File: src/rtl/life_pkg.sv
// Shared types and constants for the life_engine cellular-automaton core.
//   state_t        : engine FSM states
//   NB_DX / NB_DY  : neighbour offsets, visited in this order during UPDATE
//   BIRTH_B3 / SURVIVE_S23 : Conway's default rule masks
package life_pkg;

    typedef enum logic [1:0] {
        INIT,
        IDLE,
        UPDATE,
        SWAP
    } state_t;

    // Offsets as (dx,dy): (-1,+1),(0,+1),(+1,+1),(-1,0),(+1,0),(-1,-1),(0,-1),(+1,-1)
    localparam logic signed [1:0] NB_DX [8] = '{-2'sd1, 2'sd0, 2'sd1, -2'sd1, 2'sd1, -2'sd1, 2'sd0, 2'sd1};
    localparam logic signed [1:0] NB_DY [8] = '{ 2'sd1, 2'sd1, 2'sd1,  2'sd0, 2'sd0, -2'sd1, -2'sd1, -2'sd1};

    localparam logic [8:0] BIRTH_B3    = 9'h008;
    localparam logic [8:0] SURVIVE_S23 = 9'h00C;

endpackage

File: src/rtl/life_engine_if.sv
// Host/display bus of life_engine.
//   master : control side (start, randomize_req, rule masks, wrap_en, host write, display address)
//   slave  : engine side  (rd_cell, busy, done, generation, pop_count)
interface life_engine_if #(
    parameter int unsigned LOG_W = 5,
    parameter int unsigned LOG_H = 4
);
    logic                   start;
    logic                   randomize_req;
    logic [8:0]             birth_mask;
    logic [8:0]             survive_mask;
    logic                   wrap_en;
    logic                   wr_en;
    logic [LOG_W-1:0]       wr_x;
    logic [LOG_H-1:0]       wr_y;
    logic                   wr_data;
    logic [LOG_W-1:0]       rd_x;
    logic [LOG_H-1:0]       rd_y;
    logic                   rd_cell;
    logic                   busy;
    logic                   done;
    logic [15:0]            generation;
    logic [LOG_W+LOG_H:0]   pop_count;

    modport master (
        output start, randomize_req, birth_mask, survive_mask, wrap_en,
               wr_en, wr_x, wr_y, wr_data, rd_x, rd_y,
        input  rd_cell, busy, done, generation, pop_count
    );

    modport slave (
        input  start, randomize_req, birth_mask, survive_mask, wrap_en,
               wr_en, wr_x, wr_y, wr_data, rd_x, rd_y,
        output rd_cell, busy, done, generation, pop_count
    );

endinterface

File: src/rtl/life_lfsr.sv
// 16-bit Fibonacci LFSR (taps 15,13,12,10) used to randomise the board.
//   i_clk, i_rst : clock, asynchronous active-high reset (loads SEED)
//   o_bit        : current bit 0; the register advances every cycle
module life_lfsr #(
    parameter logic [15:0] SEED = 16'hACE1
) (
    input  logic i_clk,
    input  logic i_rst,
    output logic o_bit
);

    logic [15:0] r_lfsr;

    always_ff @(posedge i_clk or posedge i_rst) begin
        if (i_rst) begin
            r_lfsr <= SEED;
        end else begin
            r_lfsr <= {r_lfsr[14:0], r_lfsr[15] ^ r_lfsr[13] ^ r_lfsr[12] ^ r_lfsr[10]};
        end
    end

    assign o_bit = r_lfsr[0];

endmodule

File: src/rtl/life_engine.sv
// Parametrised Game-of-Life engine with double-buffered board.
//   clk, reset : clock, asynchronous active-high reset
//   bus        : life_engine_if.slave (control, host write, display read, status)
// Optional macro LIFE_POPCOUNT_EN: maintain pop_count of the displayed bank;
// when undefined pop_count is tied to zero.
module life_engine
    import life_pkg::*;
#(
    parameter int unsigned LOG_W     = 5,
    parameter int unsigned LOG_H     = 4,
    parameter logic [15:0] LFSR_SEED = 16'hACE1
) (
    input  logic         clk,
    input  logic         reset,
    life_engine_if.slave bus
);

    localparam int unsigned LOG_N = LOG_W + LOG_H;
    localparam int unsigned N     = 1 << LOG_N;

    state_t           r_state;
    logic             r_act;
    logic [LOG_N-1:0] r_idx;
    logic [3:0]       r_phase;
    logic [3:0]       r_count;
    logic [8:0]       r_birth;
    logic [8:0]       r_survive;
    logic             r_wrap;
    logic             r_done;
    logic [15:0]      r_gen;
    logic [N-1:0]     r_bank [2];

    logic             w_lfsr_bit;
    logic [LOG_W-1:0] w_cx, w_nx;
    logic [LOG_H-1:0] w_cy, w_ny;
    logic signed [1:0] w_dx, w_dy;
    logic             w_nb_in;
    logic             w_nb;
    logic             w_cur;
    logic             w_next;
    logic             w_we;
    logic             w_wsel;
    logic [LOG_N-1:0] w_waddr;
    logic             w_wdata;

    life_lfsr #(.SEED(LFSR_SEED)) u_lfsr (
        .i_clk (clk),
        .i_rst (reset),
        .o_bit (w_lfsr_bit)
    );

    assign {w_cy, w_cx} = r_idx;

    // Neighbour of the current cell selected by r_phase; truncation gives wrap,
    // w_nb_in flags whether it is on the board for bounded mode.
    always_comb begin
        w_dx    = NB_DX[r_phase[2:0]];
        w_dy    = NB_DY[r_phase[2:0]];
        w_nx    = w_cx + LOG_W'(w_dx);
        w_ny    = w_cy + LOG_H'(w_dy);
        w_nb_in = !((w_dx[1] && w_cx == '0) || (w_dx == 2'sd1 && w_cx == '1) ||
                    (w_dy[1] && w_cy == '0) || (w_dy == 2'sd1 && w_cy == '1));
        w_nb    = r_bank[r_act][{w_ny, w_nx}] & (r_wrap | w_nb_in);
        w_cur   = r_bank[r_act][r_idx];
        w_next  = w_cur ? r_survive[r_count] : r_birth[r_count];
    end

    always_comb begin
        w_we    = 1'b0;
        w_wsel  = r_act;
        w_waddr = r_idx;
        w_wdata = w_lfsr_bit;
        case (r_state)
            INIT: w_we = 1'b1;
            IDLE: begin
                if (bus.wr_en && !bus.randomize_req && !bus.start) begin
                    w_we    = 1'b1;
                    w_waddr = {bus.wr_y, bus.wr_x};
                    w_wdata = bus.wr_data;
                end
            end
            UPDATE: begin
                if (r_phase == 4'd8) begin
                    w_we    = 1'b1;
                    w_wsel  = ~r_act;
                    w_wdata = w_next;
                end
            end
            default: ;
        endcase
    end

    always_ff @(posedge clk) begin
        if (w_we) begin
            r_bank[w_wsel][w_waddr] <= w_wdata;
        end
    end

    always_ff @(posedge clk or posedge reset) begin
        if (reset) begin
            r_state   <= INIT;
            r_act     <= 1'b0;
            r_idx     <= '0;
            r_phase   <= '0;
            r_count   <= '0;
            r_birth   <= BIRTH_B3;
            r_survive <= SURVIVE_S23;
            r_wrap    <= 1'b1;
            r_done    <= 1'b0;
            r_gen     <= '0;
        end else begin
            r_done <= 1'b0;
            case (r_state)
                INIT: begin
                    r_idx <= r_idx + 1'b1;
                    if (r_idx == '1) begin
                        r_state <= IDLE;
                        r_done  <= 1'b1;
                        r_gen   <= '0;
                    end
                end
                IDLE: begin
                    if (bus.randomize_req) begin
                        r_state <= INIT;
                        r_idx   <= '0;
                    end else if (bus.start) begin
                        r_state   <= UPDATE;
                        r_idx     <= '0;
                        r_phase   <= '0;
                        r_birth   <= bus.birth_mask;
                        r_survive <= bus.survive_mask;
                        r_wrap    <= bus.wrap_en;
                    end
                end
                UPDATE: begin
                    // Phases 0..7 accumulate one neighbour each, phase 8 writes the result.
                    if (r_phase == 4'd8) begin
                        r_phase <= '0;
                        r_idx   <= r_idx + 1'b1;
                        if (r_idx == '1) begin
                            r_state <= SWAP;
                        end
                    end else begin
                        r_phase <= r_phase + 1'b1;
                        r_count <= ((r_phase == 4'd0) ? 4'd0 : r_count) + {3'b000, w_nb};
                    end
                end
                SWAP: begin
                    r_act   <= ~r_act;
                    r_gen   <= r_gen + 1'b1;
                    r_done  <= 1'b1;
                    r_state <= IDLE;
                end
                default: r_state <= IDLE;
            endcase
        end
    end

`ifdef LIFE_POPCOUNT_EN
    logic [LOG_N:0] r_pop;
    logic [LOG_N:0] r_pop_acc;
    logic           w_old;

    assign w_old = r_bank[r_act][w_waddr];

    // Accumulator restarts at cell 0 of each INIT/UPDATE pass and is loaded at the end.
    always_ff @(posedge clk or posedge reset) begin
        if (reset) begin
            r_pop     <= '0;
            r_pop_acc <= '0;
        end else begin
            case (r_state)
                INIT: begin
                    r_pop_acc <= ((r_idx == '0) ? '0 : r_pop_acc) + (LOG_N+1)'(w_lfsr_bit);
                    if (r_idx == '1) begin
                        r_pop <= r_pop_acc + (LOG_N+1)'(w_lfsr_bit);
                    end
                end
                UPDATE: begin
                    if (r_phase == 4'd8) begin
                        r_pop_acc <= ((r_idx == '0) ? '0 : r_pop_acc) + (LOG_N+1)'(w_next);
                    end
                end
                SWAP: r_pop <= r_pop_acc;
                IDLE: begin
                    if (w_we && (w_old != w_wdata)) begin
                        r_pop <= w_wdata ? r_pop + 1'b1 : r_pop - 1'b1;
                    end
                end
                default: ;
            endcase
        end
    end

    assign bus.pop_count = r_pop;
`else
    assign bus.pop_count = '0;
`endif

    assign bus.rd_cell    = r_bank[r_act][{bus.rd_y, bus.rd_x}];
    assign bus.busy       = (r_state != IDLE);
    assign bus.done       = r_done;
    assign bus.generation = r_gen;

endmodule

File: src/flat_wrapper.sv
// flat-port wrapper written by rule: the top's interface ports become plain ports
module life_engine_flat import life_pkg::*;
#(
    parameter int unsigned LOG_W     = 5,
    parameter int unsigned LOG_H     = 4,
    parameter logic [15:0] LFSR_SEED = 16'hACE1
)
  (clk, reset, bus_start, bus_randomize_req, bus_birth_mask, bus_survive_mask, bus_wrap_en, bus_wr_en, bus_wr_x, bus_wr_y, bus_wr_data, bus_rd_x, bus_rd_y, bus_rd_cell, bus_busy, bus_done, bus_generation, bus_pop_count);
  life_engine_if #(.LOG_W(LOG_W), .LOG_H(LOG_H)) bus_i ();
  input  logic clk;
  input  logic reset;
  input wire logic [$bits(bus_i.start)-1:0] bus_start;
  input wire logic [$bits(bus_i.randomize_req)-1:0] bus_randomize_req;
  input wire logic [$bits(bus_i.birth_mask)-1:0] bus_birth_mask;
  input wire logic [$bits(bus_i.survive_mask)-1:0] bus_survive_mask;
  input wire logic [$bits(bus_i.wrap_en)-1:0] bus_wrap_en;
  input wire logic [$bits(bus_i.wr_en)-1:0] bus_wr_en;
  input wire logic [$bits(bus_i.wr_x)-1:0] bus_wr_x;
  input wire logic [$bits(bus_i.wr_y)-1:0] bus_wr_y;
  input wire logic [$bits(bus_i.wr_data)-1:0] bus_wr_data;
  input wire logic [$bits(bus_i.rd_x)-1:0] bus_rd_x;
  input wire logic [$bits(bus_i.rd_y)-1:0] bus_rd_y;
  output wire logic [$bits(bus_i.rd_cell)-1:0] bus_rd_cell;
  output wire logic [$bits(bus_i.busy)-1:0] bus_busy;
  output wire logic [$bits(bus_i.done)-1:0] bus_done;
  output wire logic [$bits(bus_i.generation)-1:0] bus_generation;
  output wire logic [$bits(bus_i.pop_count)-1:0] bus_pop_count;
  assign bus_i.start = bus_start;
  assign bus_i.randomize_req = bus_randomize_req;
  assign bus_i.birth_mask = bus_birth_mask;
  assign bus_i.survive_mask = bus_survive_mask;
  assign bus_i.wrap_en = bus_wrap_en;
  assign bus_i.wr_en = bus_wr_en;
  assign bus_i.wr_x = bus_wr_x;
  assign bus_i.wr_y = bus_wr_y;
  assign bus_i.wr_data = bus_wr_data;
  assign bus_i.rd_x = bus_rd_x;
  assign bus_i.rd_y = bus_rd_y;
  assign bus_rd_cell = bus_i.rd_cell;
  assign bus_busy = bus_i.busy;
  assign bus_done = bus_i.done;
  assign bus_generation = bus_i.generation;
  assign bus_pop_count = bus_i.pop_count;
  life_engine #(.LOG_W(LOG_W), .LOG_H(LOG_H), .LFSR_SEED(LFSR_SEED)) u_core (.clk(clk), .reset(reset), .bus(bus_i));
endmodule
File: config.mk
export PLATFORM = sky130hd
export DESIGN_NAME = life_engine_flat
export DESIGN_NICKNAME = d
export VERILOG_FILES = /design/src/rtl/life_pkg.sv /design/src/rtl/life_engine_if.sv /design/src/rtl/life_lfsr.sv /design/src/rtl/life_engine.sv /design/src/flat_wrapper.sv
export SDC_FILE = /design/constraint.sdc
export NUM_CORES = 2
export LEC_CHECK = 0
export BUFFER_PORTS_ARGS = -buffer_cell sky130_fd_sc_hd__buf_2
export CAP_MARGIN = 25
export CORE_MARGIN = 2
export CORE_UTILIZATION = 55
export CTS_CLUSTER_SIZE = 12
export DETAILED_ROUTE_END_ITERATION = 8
export HOLD_SLACK_MARGIN = 0.05
export PLACE_DENSITY = 0.81
export SLEW_MARGIN = 20
export SYNTH_ARGS = -nofsm -noshare
export SYNTH_HDL_FRONTEND = slang
export SYNTH_SLANG_ARGS = --single-unit
File: constraint.sdc
create_clock -name clk -period 48.7 [get_ports clk]
set_input_delay 2.435 -clock clk [delete_from_list [all_inputs] [get_ports clk]]
set_output_delay 2.435 -clock clk [all_outputs]
set_load 0.005 [all_outputs]
==> summary.log <==
INFO  outcome        run_status=finished with violations
INFO  outcome        violations=design-rule violations
INFO  synth          yosysUniqueCellTypes=73
INFO  sta            final-hold-violation-count=0
INFO  route          detail_routed_via_count_per_cell=7.851
INFO  route          detailed_router_iteration_count_before_antenna_repair=9
INFO  floorplanning  placementRows=125
INFO  synth          post_synth_main_area_contributors=edfxtp_1, mux4_2, nor2_1
INFO  power          power.share.sequential=25.0%
INFO  critical_path  cp_cell_sequence=buf_4 > buf_4 > buf_4 > buf_4 > buf_4 > mux4_2 > mux2i_1 > o22ai_1 > nor2_1 > o311ai_0 > buf_4 > o211ai_1 > a2bb2oi_1 > a211o_1 > a41o_4 > buf_4 > buf_4 > buf_4
INFO  cts            hold_buffers=0
INFO  critical_path  critPathRequiredTime=49.11ns
INFO  grt            grt_antenna_before_repair=24
INFO  worst_hold_path timing.hold.worst.start=u_core.u_lfsr.r_lfsr[14]
INFO  worst_hold_path path_class_of_the_lowest_slack_min_delay_path=flip-flop to flip-flop
INFO  finish         area.growth.synth_to_final=8.246%
INFO  sta            max-slew-margin-rel=15.20%
INFO  route          drt_wl_total=211,400um
INFO  power          cellPowerDensity=62.27mW/mm^2
INFO  sta            worst_clock_skew=0.04942ns
INFO  sta            fmaxAchievable=0.08554GHz
INFO  sta            finalSetupTns=0ns
INFO  power          power.switching=1.762mW
INFO  critical_path  crit_path_top_delay_cell=buf_4
INFO  cts            cts-root-to-sink-buffers=3
INFO  finish         design.final.nets=4,231
INFO  critical_path  worst_setup_path_start_kind=flip-flop
INFO  synth          synth_top_cells_by_count=nor2_1, edfxtp_1, mux4_2
INFO  synth          compound_gate_portion_of_the_synthesized_area=2.752%
INFO  critical_path  critical_path.n_buffers_inverters=9
INFO  synth          synth_top_area_cell=edfxtp_1
INFO  critical_path  cp_top_family=buffers and inverters
INFO  cts            clock_tree_from_tritoncts=yes
INFO  sta            timing.final.crit_share=24.00%
INFO  synth          synth_simple_gate_area_share=8.642%
INFO  route          remaining_drc_errors=21
INFO  cts            cts.sinks=1,096
INFO  synth          synth_fa_ha_area_share=0.5496%
INFO  sta            final_period_minus_worst_setup_slack=11.69ns
INFO  floorplanning  die_height=345.6um
INFO  critical_path  path_type_of_the_worst_setup_path=flip-flop to flip-flop
INFO  route          wl_per_cell=36.55um
INFO  worst_hold_path hold_path_stages=0
INFO  cts            cts.clk_slew.worst_paths=0.06ns
INFO  worst_hold_path whs_endpoint=u_core.u_lfsr.r_lfsr[15]
INFO  critical_path  critical_path.max_stage_delay=0.92ns
INFO  power          internal_power_summed_over_all_cells=2.565mW
INFO  critical_path  worstReg2RegEnd=u_core.r_bank[0][311]
INFO  power          power.clock.fraction=19.6%
INFO  synth          synth_ff_type=edfxtp_1
INFO  sta            finalSetupViolCount=0
INFO  synth          synth_xor_area_share=0.4522%
INFO  critical_path  rr_startpoint=u_core.r_act
INFO  route          drt_first_iter_violations=10,140
INFO  synth          synth_top_family_by_area=multiplexers
INFO  synth          synthCells=4,331
INFO  synth          yosys-mux-area-fraction=33.69%
INFO  finish         drive_gt1_share=31.80%
INFO  synth          synth-seq-area-share=50.73%
INFO  sta            worstMarginPinSlew=1.272ns
INFO  critical_path  ff2ff_setup_slack=37.01ns
INFO  sta            grt_setup_unrepaired=no
INFO  synth          mappedNetlistArea=0.06420mm^2
INFO  cts            clock_tree.root_cell=clkbuf_16
INFO  route          drt.antenna.violating_nets=0
INFO  cts            cts_max_level=3
INFO  grt            grt_overflow_total=0
INFO  cts            clock_latency=0.77ns
INFO  synth          ys_async_sr_fraction=6.569%
INFO  critical_path  reg2regPathDepth=18
INFO  floorplanning  initial_core_util=55.32%
INFO  route          num_vias=45,400
INFO  power          fin_total_pwr=4.327mW
INFO  synth          synth_edf_count=1,024
INFO  critical_path  logic_depth_of_the_worst_setup_path_including_buffers=18
INFO  synth          synth_warnings=0
INFO  sta            pins_over_slew_limit=0
INFO  floorplanning  area_of_the_placeable_core=0.1160mm^2
INFO  power          p_sw_share=40.72%
INFO  floorplanning  die_w=345.6um
INFO  job            max_cap_viol_count=0
INFO  floorplanning  dieArea=0.1195mm^2
INFO  placed_design  port_buffers=61
INFO  cts            post_cts_resize_count=0
INFO  grt            wire_length_of_the_first_global_routing_pass=301,400um
INFO  power          leakage=21.19nW
INFO  grt            grt_max_degree=313
INFO  grt            track_usage=35.07%
INFO  synth          synth.top_cell.area_share=47.90%
INFO  critical_path  critical-path-top-cell-by-count=buf_4
INFO  synth          synth_most_common_cell=nor2_1
INFO  floorplanning  io-pin-count=72
INFO  power          ir_drop=0.08954mV
INFO  cts            post-cts-setup-buffers=0
INFO  grt            number_of_global_route_vias_before_repair=43,450
INFO  power          power_frac_comb=55.4%
INFO  placed_design  place_congestion=0.9705
INFO  synth          number_of_synthesized_register_bits=1,096
INFO  critical_path  critical_path.endpoint_type=flip-flop
INFO  placed_design  pre_cts_ws=37.46ns
INFO  sta            final.setup.worst_slack=37.01ns
INFO  critical_path  arrival=12.10ns
INFO  synth          synth.avg_cell_area=14.82um^2
INFO  placed_design  dp_hpwl=118,400um
INFO  cts            cts_buffers=114
INFO  critical_path  worst-path-max-fanout=112
## cell usage in the layout, fill, tap and decap left out, types with 14 or more instances in the layout
master / n
o21ai_0: 31
diode_2: 14
nor2_1: 1100
dfrtp_1: 56
mux2i_1: 93
clkbuf_16: 116
mux4_2: 899
edfxtp_1: 1024
buf_4: 85
a22oi_1: 41
nand2_1: 124
a21oi_1: 50
ha_1: 24
nand2_4: 19
nor3_1: 18
nand2_2: 27
clkinv_1: 24
clkbuf_1: 29
mux2_2: 40
xnor2_1: 16
nor2b_1: 19
buf_8: 20
inv_1: 17
buf_2: 59
o22ai_1: 18
## logic make-up after synthesis
| group | Yosys count |
|---|---|
| AOI/OAI and AO/OA | 256 |
| xor gates and xnor gates | 30 |
| adders and majority gates | 27 |
| buffers and inverters | 492 |
| DFF | 1096 |
| muxes | 1032 |
| other | 1 |
| and+or+nand+nor | 1397 |
## power groups by stage
| stage | Clock (mW) | Combinational (mW) | Sequential [mW] |
|---|---|---|---|
| finish | 0.848 | 2.40 | 1.08 |
| global route | 0.878 | 2.42 | 1.08 |
| CTS | 0.842 | 2.28 | 1.08 |
| detailed placement | 0 | 2.26 | 1.10 |
| global placement | 0 | 2.22 | 1.10 |
| floorplan | 0 | 1.61 | 1.09 |
## sequential cells by signal, summed over array words and instances, names as in the netlist, 2 cells and up
signal / count
u_core.r_phase: 4
u_core.r_survive: 9
u_core.r_state: 2
u_core.u_lfsr.r_lfsr: 16
u_core.r_idx: 9
u_core.r_birth: 9
u_core.r_count: 4
u_core.r_bank: 1024
u_core.bus.generation: 16
## final cells by class
cell class | count | area (um^2)
Tap cell | 1524 | 1907
Antenna cell | 14 | 35.03
Fill cell | 8151 | 46560
Timing Repair Buffer | 174 | 1426
Multi-Input combinational cell | 2752 | 29950
Clock inverter | 48 | 419.2
Inverter | 23 | 86.33
Clock buffer | 152 | 3083
Sequential cell | 1096 | 32580
## routing by layer
metal | track usage [%] | share of wire, % | vias up
met5 | 1.120 | 0.17 | -
met3 | 15.57 | 19 | 1204
met4 | 23.46 | 8.4 | 21
met2 | 50.11 | 43 | 4943
li1 | - | - | 16810
met1 | 43.22 | 29 | 22430
## how the worst max path moves through the flow
| stage | startpoint | to | slack, ns |
|---|---|---|---|
| floorplan | u_core.r_act | u_core.r_bank[0][0] | 30.64 |
| global placement | u_core.r_act | u_core.r_bank[0][502] | 37.81 |
| detailed placement | u_core.r_act | u_core.r_bank[0][308] | 37.46 |
| CTS | u_core.r_act | u_core.r_bank[1][133] | 37.41 |
| global route | u_core.r_act | u_core.r_bank[1][133] | 36.22 |
| finish | u_core.r_act | u_core.r_bank[0][311] | 37.01 |
## through the flow
| stage | hold WS (ns) | std cells | util, % | area, um^2 |
|---|---|---|---|---|
| 2_1_floorplan | 0.3312 | 4340 | - | 64230 |
| 3_3_place_gp | 0.3353 | 5543 | 56.42 | 65480 |
| 3_5_place_dp | 0.3376 | 5546 | 56.47 | 65540 |
| 4_1_cts | 0.3524 | 5746 | 59.49 | 69040 |
| 5_1_grt | 0.3562 | 5772 | 59.86 | 69460 |
| 6_report | 0.3500 | 5783 | 59.88 | 69490 |
(Power assumes the default switching activity.)
